File: src/rtl/alu_exec_unit.sv
// alu_exec_unit: single-cycle ALU with a bit-serial multi-cycle shifter and registered result/flags
module alu_exec_unit (
    input  logic        clk,
    input  logic        rst,
    input  logic        start,
    input  logic [3:0]  ALUsel,
    input  logic [31:0] a,
    input  logic [31:0] b,
    output logic [31:0] result,
    output logic        zf,
    output logic        cf,
    output logic        vf,
    output logic        sf,
    output logic        busy,
    output logic        done
);
    localparam logic [3:0] ALU_ADD  = 4'd0;
    localparam logic [3:0] ALU_SUB  = 4'd1;
    localparam logic [3:0] ALU_AND  = 4'd2;
    localparam logic [3:0] ALU_OR   = 4'd3;
    localparam logic [3:0] ALU_XOR  = 4'd4;
    localparam logic [3:0] ALU_SLT  = 4'd5;
    localparam logic [3:0] ALU_SLTU = 4'd6;
    localparam logic [3:0] ALU_SLL  = 4'd7;
    localparam logic [3:0] ALU_SRL  = 4'd8;
    localparam logic [3:0] ALU_SRA  = 4'd9;
    typedef enum logic {IDLE, SHIFT} state_t;
    state_t      state, state_next;
    logic [3:0]  op;
    logic [4:0]  cnt;
    logic [31:0] sreg, sh_next, alu_res, bb;
    logic [32:0] sum;
    logic        is_sub, arith, is_shift, alu_c, alu_v;
    assign busy = (state == SHIFT);
    always_comb begin
        is_sub   = (ALUsel == ALU_SUB);
        arith    = (ALUsel == ALU_ADD) || is_sub;
        is_shift = (ALUsel == ALU_SLL) || (ALUsel == ALU_SRL) || (ALUsel == ALU_SRA);
        bb       = is_sub ? ~b : b;
        sum      = {1'b0, a} + {1'b0, bb} + {32'b0, is_sub};
        alu_c    = arith & sum[32];
        alu_v    = arith & (a[31] == bb[31]) & (sum[31] != a[31]);
        // zero-amount shifts fall through here and return a unchanged
        alu_res  = arith                 ? sum[31:0] :
                   (ALUsel == ALU_AND)   ? a & b :
                   (ALUsel == ALU_OR)    ? a | b :
                   (ALUsel == ALU_XOR)   ? a ^ b :
                   (ALUsel == ALU_SLT)   ? {31'b0, $signed(a) < $signed(b)} :
                   (ALUsel == ALU_SLTU)  ? {31'b0, a < b} :
                   is_shift              ? a : b;
        sh_next  = (op == ALU_SLL) ? {sreg[30:0], 1'b0} : {(op == ALU_SRA) & sreg[31], sreg[31:1]};
        state_next = state;
        if (state == IDLE && start && is_shift && b[4:0] != 5'd0)
            state_next = SHIFT;
        else if (state == SHIFT && cnt == 5'd1)
            state_next = IDLE;
    end
    always_ff @(posedge clk)
        state <= rst ? IDLE : state_next;
    always_ff @(posedge clk) begin
        if (rst) begin
            op     <= '0;
            cnt    <= '0;
            sreg   <= '0;
            result <= '0;
            {zf, cf, vf, sf} <= '0;
            done   <= 1'b0;
        end else begin
            done <= 1'b0;
            if (state == IDLE && start) begin
                if (state_next == SHIFT) begin
                    op   <= ALUsel;
                    sreg <= a;
                    cnt  <= b[4:0];
                end else begin
                    result <= alu_res;
                    {zf, cf, vf, sf} <= {alu_res == 32'd0, alu_c, alu_v, alu_res[31]};
                    done <= 1'b1;
                end
            end else if (state == SHIFT) begin
                sreg <= sh_next;
                cnt  <= cnt - 5'd1;
                if (cnt == 5'd1) begin
                    result <= sh_next;
                    {zf, cf, vf, sf} <= {sh_next == 32'd0, 2'b00, sh_next[31]};
                    done <= 1'b1;
                end
            end
        end
    end
endmodule

File: config.mk
export PLATFORM = sky130hd
export DESIGN_NAME = alu_exec_unit
export DESIGN_NICKNAME = d
export VERILOG_FILES = /design/src/rtl/alu_exec_unit.sv
export SDC_FILE = /design/constraint.sdc
export NUM_CORES = 1
export LEC_CHECK = 0
export ABC_CLOCK_PERIOD_IN_PS = 11900
export BUFFER_PORTS_ARGS = -buffer_cell sky130_fd_sc_hd__buf_2
export CORE_MARGIN = 8
export CORE_UTILIZATION = 28
export CTS_BUF_LIST = sky130_fd_sc_hd__clkbuf_8 sky130_fd_sc_hd__clkbuf_16
export DETAILED_ROUTE_END_ITERATION = 16
export PLACE_DENSITY = 0.41
export SLEW_MARGIN = 10
export SYNTH_ARGS = -nofsm -noshare
export SYNTH_HDL_FRONTEND = slang
export SYNTH_SLANG_ARGS = --single-unit
File: constraint.sdc
create_clock -name clk -period 11.9 [get_ports clk]
set_clock_uncertainty 0.05 [all_clocks]
set_input_delay 2.975 -clock clk [delete_from_list [all_inputs] [get_ports clk]]
set_output_delay 2.975 -clock clk [all_outputs]
set_load 0.02 [all_outputs]
==> impl_metrics.tcl, run 1 <==
set metrics [dict create \
    power_mw 1.01 \
    drc 0 \
    floorplan.rows 67 \
    tns_ps 0 \
    clock_insertion_delay_worst_skew_ps 340 \
    cp_top_family "simple AND/OR/NAND/NOR gates" \
    cts.htree.levels 3 \
    antenna_found_initial 0 \
    maximum_fanout_count_along_the_critical_path 50 \
    register_area_sq_um 1560 \
    cts_clock_pin_slew_for_the_worst_setup_and_hold_paths_ps 60 \
    postRouteWirelength_microns 40600 \
    crit_required_ps 12100 \
    proportion_of_synthesized_chip_area_in_sequential_cells 0.164 \
    max_slew.worst_pin.slew_ps 1000 \
    achievable-frequency_mhz 125 \
    worst-path-buf-inv 4 \
    detail-route-antenna-nets 0 \
    timing.final.hold_violations 0 \
    core_area_sq_um 33500 \
    fill_cells 3747 \
    pin_count 109 \
    ctsRootBufferMaster "sky130_fd_sc_hd__clkbuf_16" \
    initial_core_util 0.284 \
    synth_edf_count 0 \
    worst-endpoint-arrival_ps 8210 \
    whs_ps 397 \
    multi_input_area_sq_um 7310 \
    syn-cell-area_sq_um 9540 \
    worst_r2r_start "cnt[0]$_SDFFE_PP0P_" \
    port-buffer-count 108 \
    post-route-cell-area_sq_um 10700 \
    result_of_the_run "finished, final reports clean" \
    mean_number_of_vias_per_cell 5.45 \
    worst_path_max_delay_cell "sky130_fd_sc_hd__or4_1" \
    placed_cell_area_sq_um 10400 \
    route.vias.total 9965 \
    share_seq_of_total_power 0.289 \
    vdd.ir_drop.worst_uv 53.2 \
    die-area_sq_um 40200 \
    critical_path.cell_chain "buf_2, buf_4, nor4b_2, buf_4, xnor2_1, inv_1, fa_1, nor2b_1, o221ai_1, a211oi_1, a221o_1, nor2_2, o31ai_1, mux2i_1, nor2_1, or4_1, or4_1, o32ai_2" \
    clock-sinks 78 \
    final_period_minus_worst_setup_slack_ps 8010 \
    grt.total_usage 0.195 \
    power_density_nw_per_um2 93.8 \
    slew_headroom 0.333 \
    maxSlewViolCount 0 \
    worst_setup_path_startpoint "ALUsel[3]" \
    synth_cells 1332 \
    ys_seq_elements 78 \
    rr_endpoint "zf$_SDFFE_PP0P_" \
    ys.warnings.count 0 \
    first_pass_iteration_count_of_the_detailed_router 5 \
    die_w_microns 201 \
    grt_setup_unrepaired "no" \
    share_clk_of_total_power 0.291 \
    synth_top_flop_cell "sky130_fd_sc_hd__dfxtp_1" \
    hold_bufs_inserted_after_cts 0 \
    setup_violations 0 \
    holdCritPathClass "reg -> reg" \
    die_height_microns 201 \
    switching_power_uw 409 \
    first_iter_violations 787 \
    power_share_of_the_combinational_group 0.420 \
    timing.max_cap.violations 0 \
    clock_path_buffers 2 \
    worst-path-stages 18 \
    synth.distinct_cells 77 \
    overflow 0 \
    swShare 0.406 \
    final_layout_size_suffix_gt1_frac 0.121 \
    post_cts_resize_count 0 \
    final.period_utilization 0.673 \
    leakage_power_nw 4.66 \
    grt_start_max_net_pins 75 \
    final_nets 1577 \
    cts_setup_buffers 0 \
    area_growth_from_synthesis_to_layout_pct 12.7 \
    cts_tree "built" \
    cts_made_buffers 9 \
    detailed_place_hpwl_microns 30900 \
    critPathCapture "zf$_SDFFE_PP0P_" \
    r2r_slack_ps 7440 \
    worst-r2r-cell-count 13 \
    startpoint_class "input pin" \
    max_stage_delay_ps 550 \
    final_util 0.320 \
    cell_internal_power_uw 599 \
    global_route_wire_length_before_repair_microns 62100 \
    async_flop_share 0 \
    syn_nets 1533 \
    gp_congestion 0.864 \
    via_count_of_the_first_global_routing_pass 9813 \
    cp-end-kind "flip-flop" \
    diodes 0 \
    setup.worst_path.class "in -> reg" \
    wl_per_cell_microns 22.2 \
    synth_area_per_cell_sq_um 7.16 \
]
==> worst min-delay path by stage <==
stage | from | endpoint | slack [ps] | cells after the start
global placement | result[13]$_SDFFE_PP0P_ | result[13]$_SDFFE_PP0P_ | 390 | 2
finish | result[24]$_SDFFE_PP0P_ | result[24]$_SDFFE_PP0P_ | 400 | 2
floorplan | sreg[11]$_SDFFE_PP0P_ | sreg[11]$_SDFFE_PP0P_ | 390 | 2
detailed placement | result[24]$_SDFFE_PP0P_ | result[24]$_SDFFE_PP0P_ | 390 | 2
global route | result[24]$_SDFFE_PP0P_ | result[24]$_SDFFE_PP0P_ | 420 | 2
CTS | result[24]$_SDFFE_PP0P_ | result[24]$_SDFFE_PP0P_ | 400 | 2
==> Yosys cell counts (23+ instances only) <==
library cell / count / area, sq um
sky130_fd_sc_hd__a211oi_1: 26 / 195
sky130_fd_sc_hd__a21oi_1: 155 / 776
sky130_fd_sc_hd__ha_1: 129 / 1610
sky130_fd_sc_hd__nand2_1: 183 / 687
sky130_fd_sc_hd__o211ai_1: 45 / 338
sky130_fd_sc_hd__dfxtp_1: 78 / 1560
sky130_fd_sc_hd__nand3_1: 34 / 170
sky130_fd_sc_hd__inv_1: 87 / 327
sky130_fd_sc_hd__a221oi_1: 32 / 280
sky130_fd_sc_hd__xnor2_1: 48 / 420
sky130_fd_sc_hd__mux2i_1: 31 / 310
sky130_fd_sc_hd__nor2_1: 87 / 327
sky130_fd_sc_hd__o21ai_0: 62 / 310
sky130_fd_sc_hd__nor3_1: 23 / 115
sky130_fd_sc_hd__clkbuf_1: 66 / 248
==> state kept, by name, summed over array words and instances (netlist names) <==
register  count
busy          1
cf            1
cnt           5
done          1
op            4
result       32
sreg         32
vf            1
zf            1
==> power groups by stage <==
stage	clock [mW]	sequential, mW	combinational (mW)
finish	0.294	0.291	0.423
global route	0.309	0.293	0.467
CTS	0.300	0.291	0.421
detailed placement	0	0.297	0.419
global placement	0	0.297	0.419
floorplan	0	0.304	0.267
==> worst reg2reg max path: cells and delay by family (launching register included) <==
family | cells | cell delay [ps]
AOI/OAI and AO/OA | 3 | 450
and+or+nand+nor | 8 | 2950
adders and majority gates | 1 | 160
DFF | 1 | 410
buffers and inverters | 1 | 360
==> logic make-up (layout without fill, tap and decap cells) <==
kind of cell,after synthesis,count (layout),share of synthesized area
muxes,31,31,0.0325
adders and majority gates,130,130,0.171
and+or+nand+nor,428,428,0.210
buffers and inverters,180,229,0.0770
AOI/OAI and AO/OA,431,431,0.296
DFF,78,78,0.164
xor gates and xnor gates,54,54,0.0496
==> area by class of cell <==
| cell class | instances | area share |
|---|---|---|
| Clock inverter | 5 | 0.00524 |
| Sequential cell | 78 | 0.145 |
| Multi-Input combinational cell | 1074 | 0.680 |
| Timing Repair Buffer | 126 | 0.0629 |
| Clock buffer | 11 | 0.0235 |
| Inverter | 87 | 0.0304 |
| Tap cell | 448 | 0.0522 |
==> layer usage <==
layer  up-vias  share of wire  global-route usage
li1       4913              -                   -
met1      4774           0.51               0.284
met2       243           0.44               0.301
met3        35          0.033              0.0184
met4         0          0.020              0.0523
met5         -              0                   0
==> cell usage in the layout (no fill, tap or decap), types with 7 or more instances in the layout <==
cell and instances:
sky130_fd_sc_hd__nand2_1 183, sky130_fd_sc_hd__a21oi_1 154, sky130_fd_sc_hd__ha_1 129, sky130_fd_sc_hd__buf_2 108, sky130_fd_sc_hd__inv_1 87, sky130_fd_sc_hd__nor2_1 83
sky130_fd_sc_hd__dfxtp_1 78, sky130_fd_sc_hd__o21ai_0 61, sky130_fd_sc_hd__xnor2_1 48, sky130_fd_sc_hd__o211ai_1 45, sky130_fd_sc_hd__nand3_1 34, sky130_fd_sc_hd__a221oi_1 32
sky130_fd_sc_hd__mux2i_1 31, sky130_fd_sc_hd__a211oi_1 26, sky130_fd_sc_hd__nor3_1 23, sky130_fd_sc_hd__buf_4 18, sky130_fd_sc_hd__nand4_1 16, sky130_fd_sc_hd__nor4_1 15
sky130_fd_sc_hd__a31oi_1 13, sky130_fd_sc_hd__a21o_1 13, sky130_fd_sc_hd__nor2b_1 10, sky130_fd_sc_hd__or3_1 9, sky130_fd_sc_hd__clkbuf_16 9, sky130_fd_sc_hd__a22oi_1 7
sky130_fd_sc_hd__a221o_1 7
==> stage by stage <==
stage          instances  setup slack, ps
6_report            1829             3890
5_1_grt             1829             3670
4_1_cts             1829             3940
3_5_place_dp        1813             3590
3_3_place_gp        1813             3750
2_1_floorplan       1332             4530
Power figures use the tool's default switching activity.
==> inputs of run 2 (changes only) <==
- ABC_CLOCK_PERIOD_IN_PS: 11900 -> 7400
- clock period: 11.9 -> 7.4 ns (I/O delays scaled with it)
==> run 2 against run 1 <==
Hold slack gained 1.2 ps. Sequential share of layout area shrank 0.099 points. Clock power grew 76%. Die area is the same. Count of clock-buffer cells in the layout shrank 1. Sequential power grew 61%. Final cell count grew 0.27%. Wire length grew 0.17%. Non-clock buffer count grew 6. Via count grew 0.53%. Critical path depth shrank 2. Combinational power grew 61%. Largest cell class unchanged. Largest power group unchanged.
==> impl_metrics.tcl, run 2 (synthesized netlist as in run 1, its figures left out) <==
set metrics [dict create \
    result_of_the_run "finished, final reports clean" \
    clock_path_buffers 2 \
    holdCritPathClass "reg -> reg" \
    post-route-cell-area_sq_um 10800 \
    share_seq_of_total_power 0.281 \
    grt_start_max_net_pins 74 \
    power_density_nw_per_um2 154 \
    gp_congestion 0.886 \
    grt_setup_unrepaired "no" \
    crit_required_ps 7610 \
    port-buffer-count 108 \
    route.vias.total 10000 \
    first_pass_iteration_count_of_the_detailed_router 6 \
    detailed_place_hpwl_microns 31400 \
    vdd.ir_drop.worst_uv 103 \
    final_cell_count_without_fillers 1834 \
    critical_path.cell_chain "buf_2, nor4b_2, buf_4, xnor2_1, ha_1, a21oi_1, o21ai_0, a221o_1, a31oi_1, xnor2_1, a221oi_1, and4_1, o2111ai_1, or4_1, or4_1, o32ai_2" \
    cts.htree.levels 3 \
    grt.total_usage 0.192 \
    registers_with_the_highest_flip_flop_counts "result (32), sreg (32), cnt (5)" \
    placement.setup.worst_slack_ps 692 \
    ctsRootBufferMaster "sky130_fd_sc_hd__clkbuf_16" \
    fill_cells 3781 \
    cts_clock_pin_slew_for_the_worst_setup_and_hold_paths_ps 60 \
    final_cell_mix "sky130_fd_sc_hd__nand2_1, sky130_fd_sc_hd__a21oi_1, sky130_fd_sc_hd__ha_1" \
    area_growth_from_synthesis_to_layout_pct 13.4 \
    rr_endpoint "zf$_SDFFE_PP0P_" \
    r2r_slack_ps 2850 \
    slew_headroom 0.358 \
    final.period_utilization 0.867 \
    hold_bufs_inserted_after_cts 0 \
    share_clk_of_total_power 0.310 \
    drc 0 \
    cts_tree "built" \
    switching_power_uw 646 \
    worst-r2r-cell-count 13 \
    diodes 0 \
    pin_count 109 \
    mostFrequentLayoutCell "sky130_fd_sc_hd__nand2_1" \
    global_route_wire_length_before_repair_microns 60900 \
    die-area_sq_um 40200 \
    timing.max_cap.violations 0 \
    wl_per_cell_microns 22.2 \
    leakage_power_nw 4.71 \
    placed_cell_area_sq_um 10500 \
    clock-sinks 78 \
    maxSlewViolCount 0 \
    power_mw 1.67 \
    via_count_of_the_first_global_routing_pass 9513 \
    mean_number_of_vias_per_cell 5.46 \
    antenna_found_initial 0 \
    multi_input_area_sq_um 7310 \
    max_slew.worst_pin.slew_ps 962 \
    max_stage_delay_ps 570 \
    post_cts_resize_count 0 \
    first_iter_violations 786 \
    register_area_sq_um 1560 \
    clock_insertion_delay_worst_skew_ps 350 \
    tns_ps 0 \
    critPathCapture "zf$_SDFFE_PP0P_" \
    worst-endpoint-arrival_ps 6630 \
    detail-route-antenna-nets 0 \
    worst_path_max_delay_cell "sky130_fd_sc_hd__a221oi_1" \
    maximum_fanout_count_along_the_critical_path 13 \
    timing.final.hold_violations 0 \
    postRouteWirelength_microns 40700 \
    die_height_microns 201 \
    final_layout_size_suffix_gt1_frac 0.123 \
    cts_made_buffers 9 \
    cp-end-kind "flip-flop" \
    initial_core_util 0.284 \
    worst_r2r_start "cnt[0]$_SDFFE_PP0P_" \
    overflow 0 \
    swShare 0.388 \
    cell_internal_power_mw 1.02 \
    place_inst 1819 \
    achievable-frequency_mhz 156 \
    timing.final.ws_setup_ps 981 \
    power_share_of_the_combinational_group 0.409 \
    die_w_microns 201 \
    setup_violations 0 \
    cts_setup_buffers 0 \
    worst_setup_path_startpoint "ALUsel[3]" \
    final_period_minus_worst_setup_slack_ps 6420 \
    floorplan.rows 67 \
    core_area_sq_um 33500 \
    final_nets 1583 \
    startpoint_class "input pin" \
    setup.worst_path.class "in -> reg" \
]
[run 2: cell types whose count changed in the layout (fill, tap and decap cells not counted), sizes merged]
| cell | change |
|---|---|
| buf | +6 |
| clkinvlp | -1 |
| bufinv | +2 |
| clkbuf | -1 |
| clkinv | -1 |
[run 2: cell type report]
cell class                      instances  area share
Tap cell                              448      0.0518
Sequential cell                        78       0.144
Inverter                               87      0.0302
Clock buffer                           10      0.0221
Multi-Input combinational cell       1074       0.676
Clock inverter                          5     0.00914
Timing Repair Buffer                  132      0.0666
[run 2: worst min path at each step]
stage | start | endpoint | depth (start not counted)
6_report | result[13]$_SDFFE_PP0P_ | result[13]$_SDFFE_PP0P_ | 2
5_1_grt | result[13]$_SDFFE_PP0P_ | result[13]$_SDFFE_PP0P_ | 2
4_1_cts | result[13]$_SDFFE_PP0P_ | result[13]$_SDFFE_PP0P_ | 2
3_5_place_dp | result[13]$_SDFFE_PP0P_ | result[13]$_SDFFE_PP0P_ | 2
3_3_place_gp | result[12]$_SDFFE_PP0P_ | result[12]$_SDFFE_PP0P_ | 2
2_1_floorplan | sreg[11]$_SDFFE_PP0P_ | sreg[11]$_SDFFE_PP0P_ | 2
[run 2: stage by stage]
step,hold WS [ps],utilization
final,398,0.323
after global routing,409,0.323
after floorplan,394,-
after detailed placement,392,0.313
after CTS,400,0.323
after global placement,390,0.313
[run 2: power by group through the flow]
stage | clock network, mW | registers [mW] | logic (mW)
after floorplan | 0 | 0.489 | 0.430
after global placement | 0 | 0.477 | 0.678
after detailed placement | 0 | 0.477 | 0.676
after CTS | 0.528 | 0.468 | 0.679
after global routing | 0.543 | 0.471 | 0.747
final | 0.516 | 0.468 | 0.682
[run 2: critical path: cells and delay by family]
kind | cells | cell delay, ps
XOR/XNOR | 2 | 270
AO/OA/AOI/OAI | 7 | 1980
buffers and inverters | 2 | 450
AND/OR/NAND/NOR | 4 | 1770
adder cells (fa/ha/maj) | 1 | 300
[run 2: per-layer routing]
| layer | up-vias | GRT usage | part of all wire |
|---|---|---|---|
| met4 | 0 | 0.0528 | 0.023 |
| met1 | 4744 | 0.281 | 0.50 |
| met3 | 42 | 0.0216 | 0.045 |
| met2 | 319 | 0.292 | 0.43 |
| li1 | 4913 | - | - |
| met5 | - | 0 | 0 |
==> inputs of run 3 (changes only) <==
- ABC_CLOCK_PERIOD_IN_PS: 7400 -> 8300
- clock period: 7.4 -> 8.3 ns (I/O delays scaled with it)
==> run 3 against run 2 <==
Combinational power down 11%. Wire length up 0.24%. Cell area down 0.49%. First-iteration DRC count up 14%. Largest power group unchanged. Hold slack worse by 2.5 ps. Die area unchanged.
==> impl_metrics.tcl, run 3 (synthesized netlist as in run 1, its figures left out) <==
set metrics [dict create \
    initial_core_util 0.284 \
    timing.final.ws_setup_ps 1320 \
    maximum_fanout_count_along_the_critical_path 30 \
    hold_path_startpoint "result[22]$_SDFFE_PP0P_" \
    first_pass_iteration_count_of_the_detailed_router 5 \
    diodes 0 \
    endpoint_worst_hold "result[22]$_SDFFE_PP0P_" \
    cts_setup_buffers 0 \
    global_route_wire_length_before_repair_microns 61300 \
    area_growth_from_synthesis_to_layout_pct 12.9 \
    max_stage_delay_ps 520 \
    cts.htree.levels 3 \
    grt.total_usage 0.194 \
    die_w_microns 201 \
    setup_violations 0 \
    rr_endpoint "zf$_SDFFE_PP0P_" \
    worst-r2r-cell-count 13 \
    antenna_found_initial 1 \
    worst_path_max_delay_cell "sky130_fd_sc_hd__nor4b_2" \
    timing.final.hold_violations 0 \
    gp_congestion 0.885 \
    crit_required_ps 8510 \
    first_iter_violations 899 \
    post_cts_resize_count 0 \
    grt_setup_unrepaired "no" \
    whs_ps 396 \
    placement.setup.worst_slack_ps 994 \
    cts_made_buffers 9 \
    maxSlewViolCount 0 \
    die_height_microns 201 \
    floorplan.rows 67 \
    r2r_slack_ps 3850 \
    wl_per_cell_microns 22.3 \
    final_cell_mix "sky130_fd_sc_hd__nand2_1, sky130_fd_sc_hd__a21oi_1, sky130_fd_sc_hd__ha_1" \
    result_of_the_run "finished, final reports clean" \
    port-buffer-count 108 \
    slew_headroom 0.355 \
    route.vias.total 10000 \
    overflow 0 \
    die-area_sq_um 40200 \
    final_period_minus_worst_setup_slack_ps 6980 \
    final_layout_size_suffix_gt1_frac 0.121 \
    power_density_nw_per_um2 136 \
    via_count_of_the_first_global_routing_pass 9640 \
    vdd.ir_drop.worst_uv 86.3 \
    clock-sinks 78 \
    final.period_utilization 0.841 \
    timing.max_cap.violations 0 \
    achievable-frequency_mhz 143 \
    holdCritPathClass "reg -> reg" \
    clock_insertion_delay_worst_skew_ps 350 \
    core_area_sq_um 33500 \
    setup.worst_path.class "in -> reg" \
    drc 0 \
    leakage_power_nw 4.68 \
    fill_cells 3655 \
    max_slew.worst_pin.slew_ps 967 \
    cts_tree "built" \
    tns_ps 0 \
    cts_clock_pin_slew_for_the_worst_setup_and_hold_paths_ps 60 \
    postRouteWirelength_microns 40800 \
    clock_path_buffers 2 \
    min_path_cells 2 \
    critical_path.cell_chain "buf_2, nor4b_2, buf_4, xnor2_1, ha_1, a21oi_1, o21ai_0, a221o_1, a221o_1, o21ai_1, or3b_1, or3_1, a2111oi_0, nand4_1, or4_1, o32ai_2" \
    cp-end-kind "flip-flop" \
    place_inst 1814 \
    grt_start_max_net_pins 74 \
    cp_top_family "compound AO/OA/AOI/OAI gates" \
    registers_with_the_highest_flip_flop_counts "result (32), sreg (32), cnt (5)" \
    worst_r2r_start "cnt[0]$_SDFFE_PP0P_" \
    worst_setup_path_startpoint "ALUsel[0]" \
    mean_number_of_vias_per_cell 5.49 \
    final_nets 1578 \
    mostFrequentLayoutCell "sky130_fd_sc_hd__nand2_1" \
    ctsRootBufferMaster "sky130_fd_sc_hd__clkbuf_16" \
    crit_path_frequent_cell "sky130_fd_sc_hd__a221o_1" \
    final_cell_count_without_fillers 1829 \
    detailed_place_hpwl_microns 31200 \
    startpoint_class "input pin" \
    hold_bufs_inserted_after_cts 0 \
    worst-path-buf-inv 2 \
    pin_count 109 \
    detail-route-antenna-nets 0 \
    worst-endpoint-arrival_ps 7190 \
]
[run 3: final cells by class]
| cell class | count | area [sq um] | area share |
|---|---|---|---|
| multi-input combinational | 1074 | 7310 | 0.679 |
| inverter | 87 | 327 | 0.0303 |
| timing repair buffer | 127 | 683 | 0.0635 |
| clock buffer | 11 | 253 | 0.0235 |
| sequential | 78 | 1560 | 0.145 |
| tap | 448 | 561 | 0.0521 |
| clock inverter | 4 | 70.1 | 0.00651 |
[run 3: stage by stage]
stage	total power, mW	area, sq um	utilization
final	1.47	10800	0.321
after global routing	1.55	10800	0.321
after CTS	1.47	10800	0.321
after detailed placement	1.03	10400	0.311
after global placement	1.03	10400	0.311
after floorplan	0.819	9540	-
[run 3: power by group]
group          internal, mW  switching, mW  total, mW  leakage, nW
Sequential            0.398         0.0192      0.417        0.636
Clock                 0.277          0.164      0.441        0.161
Combinational         0.211          0.396      0.607         3.88
Total                 0.886          0.579       1.47         4.68
[run 3: per-layer routing]
| layer | track usage | routed length (microns) |
|---|---|---|
| met5 | 0 | 13 |
| met4 | 0.0518 | 822 |
| met1 | 0.279 | 20200 |
| met3 | 0.0247 | 1960 |
| met2 | 0.300 | 17700 |
[run 3: how the worst max path moves through the flow]
stage,endpoint,cells past startpoint
finish,zf$_SDFFE_PP0P_,16
global route,zf$_SDFFE_PP0P_,16
CTS,zf$_SDFFE_PP0P_,16
detailed placement,zf$_SDFFE_PP0P_,16
global placement,zf$_SDFFE_PP0P_,16
floorplan,zf$_SDFFE_PP0P_,17
[run 3: worst min-delay path, cell delays in order (launching register included)]
cell	delay, ps
sky130_fd_sc_hd__dfxtp_1	300
sky130_fd_sc_hd__nand2_1	50
sky130_fd_sc_hd__a21oi_1	50
